<file path="src/rtl/genius_pkg.sv">
// genius_pkg
//   Shared definitions for the N-button memory-game sequencer.
//   - estado_t : FSM state encoding; the codes double as the db_estado debug output
//                (IDLE=0 .. FIM_ERRO=A).
//   - eh_onehot: true when exactly one bit of the (zero-extended) input is set.
package genius_pkg;

  typedef enum logic [3:0] {
    StIdle      = 4'h0,
    StPrep      = 4'h1,
    StMostraOn  = 4'h2,
    StMostraOff = 4'h3,
    StEspera    = 4'h4,
    StCompara   = 4'h5,
    StProx      = 4'h6,
    StNova      = 4'h7,
    StGrava     = 4'h8,
    StFimOk     = 4'h9,
    StFimErro   = 4'hA
  } estado_t;

  function automatic logic eh_onehot(input logic [31:0] v);
    return (v != 32'd0) && ((v & (v - 32'd1)) == 32'd0);
  endfunction

endpackage

</file>
<file path="src/rtl/temporizador_n.sv">
// temporizador_n
//   Free-running phase timer: counts 0..M-1 while enabled and flags the last count.
// Ports
//   clock     in  system clock, rising edge
//   reset     in  asynchronous active-low reset
//   i_carrega in  synchronous clear to 0 (wins over i_conta)
//   i_conta   in  count enable
//   o_fim     out high while the count equals M-1
module temporizador_n #(
  parameter int unsigned M = 2
) (
  input  logic clock,
  input  logic reset,
  input  logic i_carrega,
  input  logic i_conta,
  output logic o_fim
);

  localparam int unsigned W = (M > 1) ? $clog2(M) : 1;

  logic [W-1:0] r_cont;

  assign o_fim = (r_cont == W'(M - 1));

  always_ff @(posedge clock or negedge reset) begin
    if (!reset) begin
      r_cont <= '0;
    end else if (i_carrega) begin
      r_cont <= '0;
    end else if (i_conta) begin
      r_cont <= o_fim ? '0 : r_cont + W'(1);
    end
  end

endmodule

</file>
<file path="src/rtl/genius_sequenciador_n.sv">
// genius_sequenciador_n
//   Sequencer for an N-button memory game: records the player-built sequence, replays it on
//   the LEDs with timed on/off phases, checks each echoed press and appends one press per round.
//   Optional feature macro: TIMEOUT_EN (per-press timeout; without it the game waits forever).
// Ports
//   clock, reset  system clock / asynchronous active-low reset
//   iniciar       start pulse (IDLE only); limite_jogo latched with it (index of final round)
//   botoes        synchronised button levels
//   leds          one-hot LED drive (replay in MOSTRA_ON, button echo in ESPERA)
//   pronto        1-cycle end-of-game pulse
//   ganhou, errou, timeout_err  result flags, held until next iniciar
//   db_estado, db_rodada, db_endereco  debug: state code, round, address
module genius_sequenciador_n
  import genius_pkg::*;
#(
  parameter int unsigned N_BOTOES  = 4,
  parameter int unsigned DEPTH     = 16,
  parameter int unsigned AW        = 4,
  parameter int unsigned T_LED_ON  = 2000,
  parameter int unsigned T_LED_OFF = 1000,
  parameter int unsigned T_TIMEOUT = 5000
) (
  input  logic                clock,
  input  logic                reset,
  input  logic                iniciar,
  input  logic [AW-1:0]       limite_jogo,
  input  logic [N_BOTOES-1:0] botoes,
  output logic [N_BOTOES-1:0] leds,
  output logic                pronto,
  output logic                ganhou,
  output logic                errou,
  output logic                timeout_err,
  output logic [3:0]          db_estado,
  output logic [AW-1:0]       db_rodada,
  output logic [AW-1:0]       db_endereco
);

  estado_t             r_estado, w_estado_prox;
  logic [AW-1:0]       r_rodada, w_rodada_prox;
  logic [AW-1:0]       r_endereco, w_endereco_prox;
  logic [AW-1:0]       r_limite;
  logic [N_BOTOES-1:0] r_jogada;
  logic                r_invalida;
  logic                r_botao_ant;
  logic                r_ganhou, r_errou, r_timeout;
  logic [N_BOTOES-1:0] r_mem [DEPTH];

  logic w_press, w_valida, w_ultimo;
  logic w_on_fim, w_off_fim, w_to_fim;
  logic w_limpa, w_captura, w_set_ganhou, w_set_errou, w_set_timeout;

  // Press = rising edge of "any button down"
  assign w_press  = (|botoes) & ~r_botao_ant;
  assign w_valida = eh_onehot(32'(botoes));
  assign w_ultimo = (r_endereco == (r_rodada - AW'(1)));

  temporizador_n #(.M(T_LED_ON)) u_tmr_on (
    .clock     (clock),
    .reset     (reset),
    .i_carrega (r_estado != StMostraOn),
    .i_conta   (r_estado == StMostraOn),
    .o_fim     (w_on_fim)
  );

  temporizador_n #(.M(T_LED_OFF)) u_tmr_off (
    .clock     (clock),
    .reset     (reset),
    .i_carrega (r_estado != StMostraOff),
    .i_conta   (r_estado == StMostraOff),
    .o_fim     (w_off_fim)
  );

`ifdef TIMEOUT_EN
  // Restarts on every entry to a waiting state (COMPARA/PROX/PREP sit in between)
  temporizador_n #(.M(T_TIMEOUT)) u_tmr_to (
    .clock     (clock),
    .reset     (reset),
    .i_carrega (!((r_estado == StEspera) || (r_estado == StNova))),
    .i_conta   ((r_estado == StEspera) || (r_estado == StNova)),
    .o_fim     (w_to_fim)
  );
`else
  // No timer: r_timeout can never be set, so timeout_err stays 0
  assign w_to_fim = 1'b0;
`endif

  always_comb begin
    w_estado_prox   = r_estado;
    w_rodada_prox   = r_rodada;
    w_endereco_prox = r_endereco;
    w_limpa         = 1'b0;
    w_captura       = 1'b0;
    w_set_ganhou    = 1'b0;
    w_set_errou     = 1'b0;
    w_set_timeout   = 1'b0;
    unique case (r_estado)
      StIdle: begin
        if (iniciar) begin
          w_limpa         = 1'b1;
          w_rodada_prox   = '0;
          w_endereco_prox = '0;
          w_estado_prox   = StPrep;
        end
      end
      StPrep: begin
        w_endereco_prox = '0;
        w_estado_prox   = (r_rodada == '0) ? StNova : StMostraOn;
      end
      StMostraOn: begin
        if (w_on_fim) w_estado_prox = StMostraOff;
      end
      StMostraOff: begin
        if (w_off_fim) begin
          if (w_ultimo) begin
            w_endereco_prox = '0;
            w_estado_prox   = StEspera;
          end else begin
            w_endereco_prox = r_endereco + AW'(1);
            w_estado_prox   = StMostraOn;
          end
        end
      end
      StEspera: begin
        // A press on the timeout cycle still counts
        if (w_press) begin
          w_captura     = 1'b1;
          w_estado_prox = StCompara;
        end else if (w_to_fim) begin
          w_set_timeout = 1'b1;
          w_estado_prox = StFimErro;
        end
      end
      StCompara: begin
        if (!r_invalida && (r_jogada == r_mem[r_endereco])) begin
          w_estado_prox = StProx;
        end else begin
          w_set_errou   = 1'b1;
          w_estado_prox = StFimErro;
        end
      end
      StProx: begin
        if (w_ultimo) begin
          w_estado_prox = StNova;
        end else begin
          w_endereco_prox = r_endereco + AW'(1);
          w_estado_prox   = StEspera;
        end
      end
      StNova: begin
        if (w_press) begin
          if (w_valida) begin
            w_captura     = 1'b1;
            w_estado_prox = StGrava;
          end else begin
            w_set_errou   = 1'b1;
            w_estado_prox = StFimErro;
          end
        end else if (w_to_fim) begin
          w_set_timeout = 1'b1;
          w_estado_prox = StFimErro;
        end
      end
      StGrava: begin
        if (r_rodada == r_limite) begin
          w_set_ganhou  = 1'b1;
          w_estado_prox = StFimOk;
        end else begin
          w_rodada_prox = r_rodada + AW'(1);
          w_estado_prox = StPrep;
        end
      end
      StFimOk, StFimErro: w_estado_prox = StIdle;
      default:            w_estado_prox = StIdle;
    endcase
  end

  always_ff @(posedge clock or negedge reset) begin
    if (!reset) begin
      r_estado    <= StIdle;
      r_rodada    <= '0;
      r_endereco  <= '0;
      r_limite    <= '0;
      r_jogada    <= '0;
      r_invalida  <= 1'b0;
      r_botao_ant <= 1'b0;
      r_ganhou    <= 1'b0;
      r_errou     <= 1'b0;
      r_timeout   <= 1'b0;
    end else begin
      r_estado    <= w_estado_prox;
      r_rodada    <= w_rodada_prox;
      r_endereco  <= w_endereco_prox;
      r_botao_ant <= |botoes;
      if (w_limpa) begin
        r_limite  <= limite_jogo;
        r_ganhou  <= 1'b0;
        r_errou   <= 1'b0;
        r_timeout <= 1'b0;
      end
      if (w_captura) begin
        r_jogada   <= botoes;
        r_invalida <= !w_valida;
      end
      if (w_set_ganhou)  r_ganhou  <= 1'b1;
      if (w_set_errou)   r_errou   <= 1'b1;
      if (w_set_timeout) r_timeout <= 1'b1;
    end
  end

  // Sequence storage: not reset, written one cycle after the press is captured
  always_ff @(posedge clock) begin
    if (r_estado == StGrava) r_mem[r_rodada] <= r_jogada;
  end

  always_comb begin
    leds = '0;
    if (r_estado == StMostraOn)    leds = r_mem[r_endereco];
    else if (r_estado == StEspera) leds = botoes;
  end

  assign pronto      = (r_estado == StFimOk) || (r_estado == StFimErro);
  assign ganhou      = r_ganhou;
  assign errou       = r_errou;
  assign timeout_err = r_timeout;
  assign db_estado   = r_estado;
  assign db_rodada   = r_rodada;
  assign db_endereco = r_endereco;

endmodule

</file>
<file path="config.mk">
export PLATFORM = sky130hd
export DESIGN_NAME = genius_sequenciador_n
export DESIGN_NICKNAME = d
export VERILOG_FILES = /design/src/rtl/genius_pkg.sv /design/src/rtl/temporizador_n.sv /design/src/rtl/genius_sequenciador_n.sv
export SDC_FILE = /design/constraint.sdc
export NUM_CORES = 1
export LEC_CHECK = 0
export BUFFER_PORTS_ARGS = -buffer_cell sky130_fd_sc_hd__buf_2
export CORE_ASPECT_RATIO = 0.6
export CORE_MARGIN = 4
export CORE_UTILIZATION = 50
export CTS_CLUSTER_SIZE = 24
export DETAILED_ROUTE_END_ITERATION = 10
export PLACE_DENSITY_LB_ADDON = 0.15
export SYNTH_ARGS = -nofsm -noshare
export SYNTH_HDL_FRONTEND = slang
export SYNTH_HIERARCHICAL = 1
export SYNTH_SLANG_ARGS = --single-unit
</file>
<file path="constraint.sdc">
create_clock -name clock -period 5.7 [get_ports clock]
set_clock_uncertainty 0.1 [all_clocks]
set_input_delay 1.14 -clock clock [delete_from_list [all_inputs] [get_ports clock]]
set_output_delay 1.14 -clock clock [all_outputs]
set_load 0.005 [all_outputs]
</file>
### Yosys cells after proc, flatten, opt, wreduce, memory -nomap -nowiden

Memories as Yosys holds them, arrays and structs flattened.
Cells that the tools add are included.

* output and inout port bits: 20
* memories: 1
* bits in registers: 45
* word-level logic and storage cells: 108
* memory bits (writable): 64

* bitwise logic cells: 3
* equality and inequality tests: 24
* mux-type cells: 44
* add/sub/neg operators: 6
* reductions and logical operators: 19

Memories
* r_mem: words 16, width 4, rd ports 1, clocked after Yosys merged registers in 0, wr ports 1, line genius_sequenciador_n.sv:46 `logic [N_BOTOES-1:0] r_mem [DEPTH];`

Operators by type and width (number)
* $mux 4: 14
* $pmux 4 s9: 1
* $mux 11: 3
* $and 4x32->32: 1
* $logic_not 32->1: 1
* $mux 10: 3
* $eq 4x3->1 const B: 4
* $pmux 4 s4: 1
* $mux 1: 15
* $ne 2x2->1 const B: 7
* $eq 4x4->1: 3
* $eq 4x4->1 const B: 3
* $add 11x1->11 const B: 1
* $eq 11x11->1 const B: 1
* $add 10x1->10 const B: 1
* $eq 10x10->1 const B: 1
* $reduce_bool 2->1: 5
* $add 4x1->4 const B: 2
* $eq 4x2->1 const B: 2
* $logic_not 4->1: 2
* $ne 4x2->1 const B: 2
* $pmux 4 s2: 1
* $reduce_bool 4->1: 2
* $mux 3: 2
* other kinds (14): 18

### Logic depth before layout (Yosys ltp)

* depth in word-level cells: 8
* depth in mapped cells: 11

### By module

The synthesis kept the hierarchy.

Modules (own cells, without submodules)
* genius_sequenciador_n: times used 1, seq. area each 2522.4 µm², area an instance 4227.8 µm², cells each 327
* temporizador_n at u_tmr_on: times used 1, seq. area each 275.3 µm², area an instance 664.4 µm², cells each 74
* temporizador_n at u_tmr_off: times used 1, seq. area each 250.2 µm², area an instance 574.3 µm², cells each 57

### Worst setup path after synthesis

OpenSTA, ideal clock, no wires.

* kind: flip-flop to output port
* from: register r_endereco[0], in the netlist db_endereco[0]
* to: output leds[3]
* slack: 2.827 ns
* arrival time: 1.633 ns
* buffers on the path: 1
* stages on the path, launching flop included: 7
* path through: dfrtp_1 > buf_6 > mux4_2 > mux2_2 > nand2_1 > o21ai_0 > a22o_1

* cells in the longest elaborated chain, start to end: 2

RTL lines
* from (decl): line genius_sequenciador_n.sv:40 `logic [AW-1:0] r_endereco, w_endereco_prox;`
* from (signal assigned): line genius_sequenciador_n.sv:192 `r_endereco <= w_endereco_prox;`
* $mem_v2 16x4
* $mux 4: line genius_sequenciador_n.sv:217 `if (r_estado == StMostraOn) leds = r_mem[r_endereco];`
* to (decl): line genius_sequenciador_n.sv:28 `output logic [N_BOTOES-1:0] leds,`

No other way between the ends.

### Final worst setup path

Same ends and word-level chain as after synthesis.

==> results.json <==
{
  "status": "completed",
  "crit_start": "db_endereco[0]$_DFFE_PN0P_",
  "ant_nets": 0,
  "io_buffers": 29,
  "r2r-start": "db_endereco[0]$_DFFE_PN0P_",
  "min_path_type": "reg2reg",
  "synth_top_area_cell": "edfxtp_1",
  "crit_required_ps": 4460,
  "diodes": 0,
  "avgViaCountPerCell": 6.01,
  "cts_made_buffers": 9,
  "cp_slowest_cell": "dfrtp_1",
  "final_cell_mix": "edfxtp_1 (64), dfrtp_1 (45), nand2_1 (41), nor2_1 (32), buf_2 (29)",
  "ir_drop_v": 0.000214,
  "die_h_microns": 89.0,
  "placed_area_sq_um": 5660,
  "path_buf_inv": 2,
  "grt_first_pass_wirelength_microns": 19100,
  "stdcell_area_sq_um": 5940,
  "overflow": 0,
  "rows": 29,
  "crit_cells": 7,
  "power_switching_mw": 0.860,
  "place_congestion": 0.860,
  "drive_gt1_frac": 0.167,
  "rrSetupSlack_ps": 2370,
  "crit_end": "leds[3]",
  "critPathCaptureType": "primary output",
  "antenna_found_initial": 0,
  "rsz0062_at_grt": "no",
  "synth_ff_type": "edfxtp_1",
  "drt_wl_total_microns": 12100,
  "synth_cell_types": 64,
  "post_drt_wl_per_cell_microns": 19.5,
  "slew_viol_final": 0,
  "postCtsHoldBufs": 0,
  "seq_power_share": 0.464,
  "dp_cells": 603,
  "yosysWarnings": 6,
  "hold_depth": 1,
  "synthTopCellsByArea": "edfxtp_1 (35%), dfrtp_1 (21%), mux2i_1 (4.4%)",
  "crit_path_cell_trace": "buf_4 > mux4_2 > mux2_2 > nand2_1 > o21ai_0 > a22o_1 > buf_2",
  "cap_violations": 0,
  "cts_tree": "built",
  "cts.clk_slew.worst_paths_ps": 70,
  "timing.final.ws_setup_ps": 1430,
  "cts_buffer_depth": 2,
  "drt_first_pass_iters": 5,
  "pwr-share-clk": 0.248,
  "cts_setup_buffers": 0,
  "cp-start-kind": "register",
  "critical_path_arrival_ps": 3030,
  "final_nets": 494,
  "power.density_nw_per_um2": 405,
  "fill_cells": 886,
  "regArea_sq_um": 3050,
  "drt_iter0_markers": 267,
  "yosys.area.top_type_share": 0.352,
  "r2r-end": "errou$_DFFE_PN0P_",
  "final.period_utilization": 0.749,
  "cts_num_sinks": 109,
  "globalRouteTotalUtil": 0.199,
  "die_w_microns": 143,
  "synth_edf_count": 64,
  "async_flop_share": 0.413,
  "p_total_mw": 2.41,
  "fin_setup_tns_ps": 0,
  "die-area_sq_um": 12700,
  "vias": 3718,
  "first_global_vias": 3388,
  "syn_nets": 477,
  "layout_commonest_cell": "edfxtp_1",
  "final_cells": 619,
  "setup_viol": 0,
  "sw_frac_of_total": 0.358,
  "utilization": 0.559,
  "place_ws_ps": 1800,
  "area_delta_synth_final_pct": 8.70,
  "tightest_slew_ps": 1010,
  "io_pins": 31,
  "crit_family": "multiplexers",
  "cts_root_buffer": "clkbuf_16",
  "avgSynthCellArea_sq_um": 11.9,
  "worst-path-max-fanout": 20,
  "post_cts_resized": 0,
  "hold_viol": 0,
  "start_util": 0.514,
  "relSlewSlack": 0.327,
  "max_freq_mhz": 234,
  "htreeDepth": 3,
  "grt_max_degree": 46,
  "period_needed_ps": 4270,
  "hold_ws_ps": 411,
  "worstSetupPathType": "reg2out",
  "p_leak_nw": 2.22,
  "syn_inst": 458,
  "seq_area_frac_synth": 0.558,
  "max_stage_delay_ps": 790,
  "core_area_sq_um": 10600,
  "dp_hpwl_microns": 8700,
  "multiInputGateArea_sq_um": 2240,
  "drc": 0,
  "r2r_cells": 8,
  "ys_ff_latch": 109,
  "synth_area_sq_um": 5470,
  "power_frac_comb": 0.288,
  "clkLatencyLatePin_ps": 350,
  "internal_power_mw": 1.54
}
==> state kept, by name (all words and copies together), names as in the netlist, 4 cells and up <==
name / count
db_endereco: 4
db_estado: 4
db_rodada: 4
r_jogada: 4
r_limite: 4
r_mem: 64
u_tmr_off/r_cont: 10
u_tmr_on/r_cont: 11
==> cells in the mapped netlist, drive strengths merged (13+ instances only) <==
| cell type | count |
|---|---|
| nand2 | 41 |
| nand2b | 13 |
| a21oi | 17 |
| nor2 | 32 |
| mux2i | 24 |
| nand3 | 16 |
| edfxtp | 64 |
| o21ai | 16 |
| dfrtp | 45 |
| xor2 | 15 |
==> worst min-delay path by stage <==
stage | startpoint | to | slack [ps]
floorplan | u_tmr_on/r_cont[9]$_DFFE_PN0P_ | u_tmr_on/r_cont[9]$_DFFE_PN0P_ | 380
global placement | ganhou$_DFFE_PN0P_ | ganhou$_DFFE_PN0P_ | 400
detailed placement | ganhou$_DFFE_PN0P_ | ganhou$_DFFE_PN0P_ | 410
CTS | ganhou$_DFFE_PN0P_ | ganhou$_DFFE_PN0P_ | 430
global route | r_limite[0]$_DFFE_PN0P_ | r_limite[0]$_DFFE_PN0P_ | 450
finish | ganhou$_DFFE_PN0P_ | ganhou$_DFFE_PN0P_ | 410
==> cell families after synthesis <==
| kind of cell | Yosys count | share of synthesized area |
|---|---|---|
| fa+ha+maj | 8 | 0.0183 |
| other cells | 1 | 0.000686 |
| simple gates | 159 | 0.156 |
| mux | 42 | 0.0941 |
| flops | 109 | 0.558 |
| xor+xnor | 26 | 0.0417 |
| buf+inv | 34 | 0.0320 |
| compound gates | 79 | 0.0996 |
==> layer usage <==
| layer | track usage | routed length, microns |
|---|---|---|
| met5 | 0 | 0 |
| met1 | 0.321 | 6230 |
| met3 | 0.0641 | 1070 |
| met4 | 0.0414 | 78 |
| met2 | 0.257 | 4700 |
==> final cells by class <==
type | instances | area share
Clock buffer | 9 | 0.0379
Clock inverter | 7 | 0.00948
Inverter | 10 | 0.00716
Multi-Input combinational cell | 315 | 0.378
Sequential cell | 109 | 0.513
Tap cell | 139 | 0.0293
Timing Repair Buffer | 30 | 0.0257
==> power by group through the flow <==
stage	Sequential, mW	Combinational (mW)	Clock [mW]
2_1_floorplan	1.02	0.612	0
6_report	1.12	0.692	0.597
5_1_grt	1.14	0.770	0.643
4_1_cts	1.12	0.692	0.606
3_3_place_gp	1.13	0.678	0
3_5_place_dp	1.13	0.689	0
No activity file was read; power rests on OpenSTA's default activity.
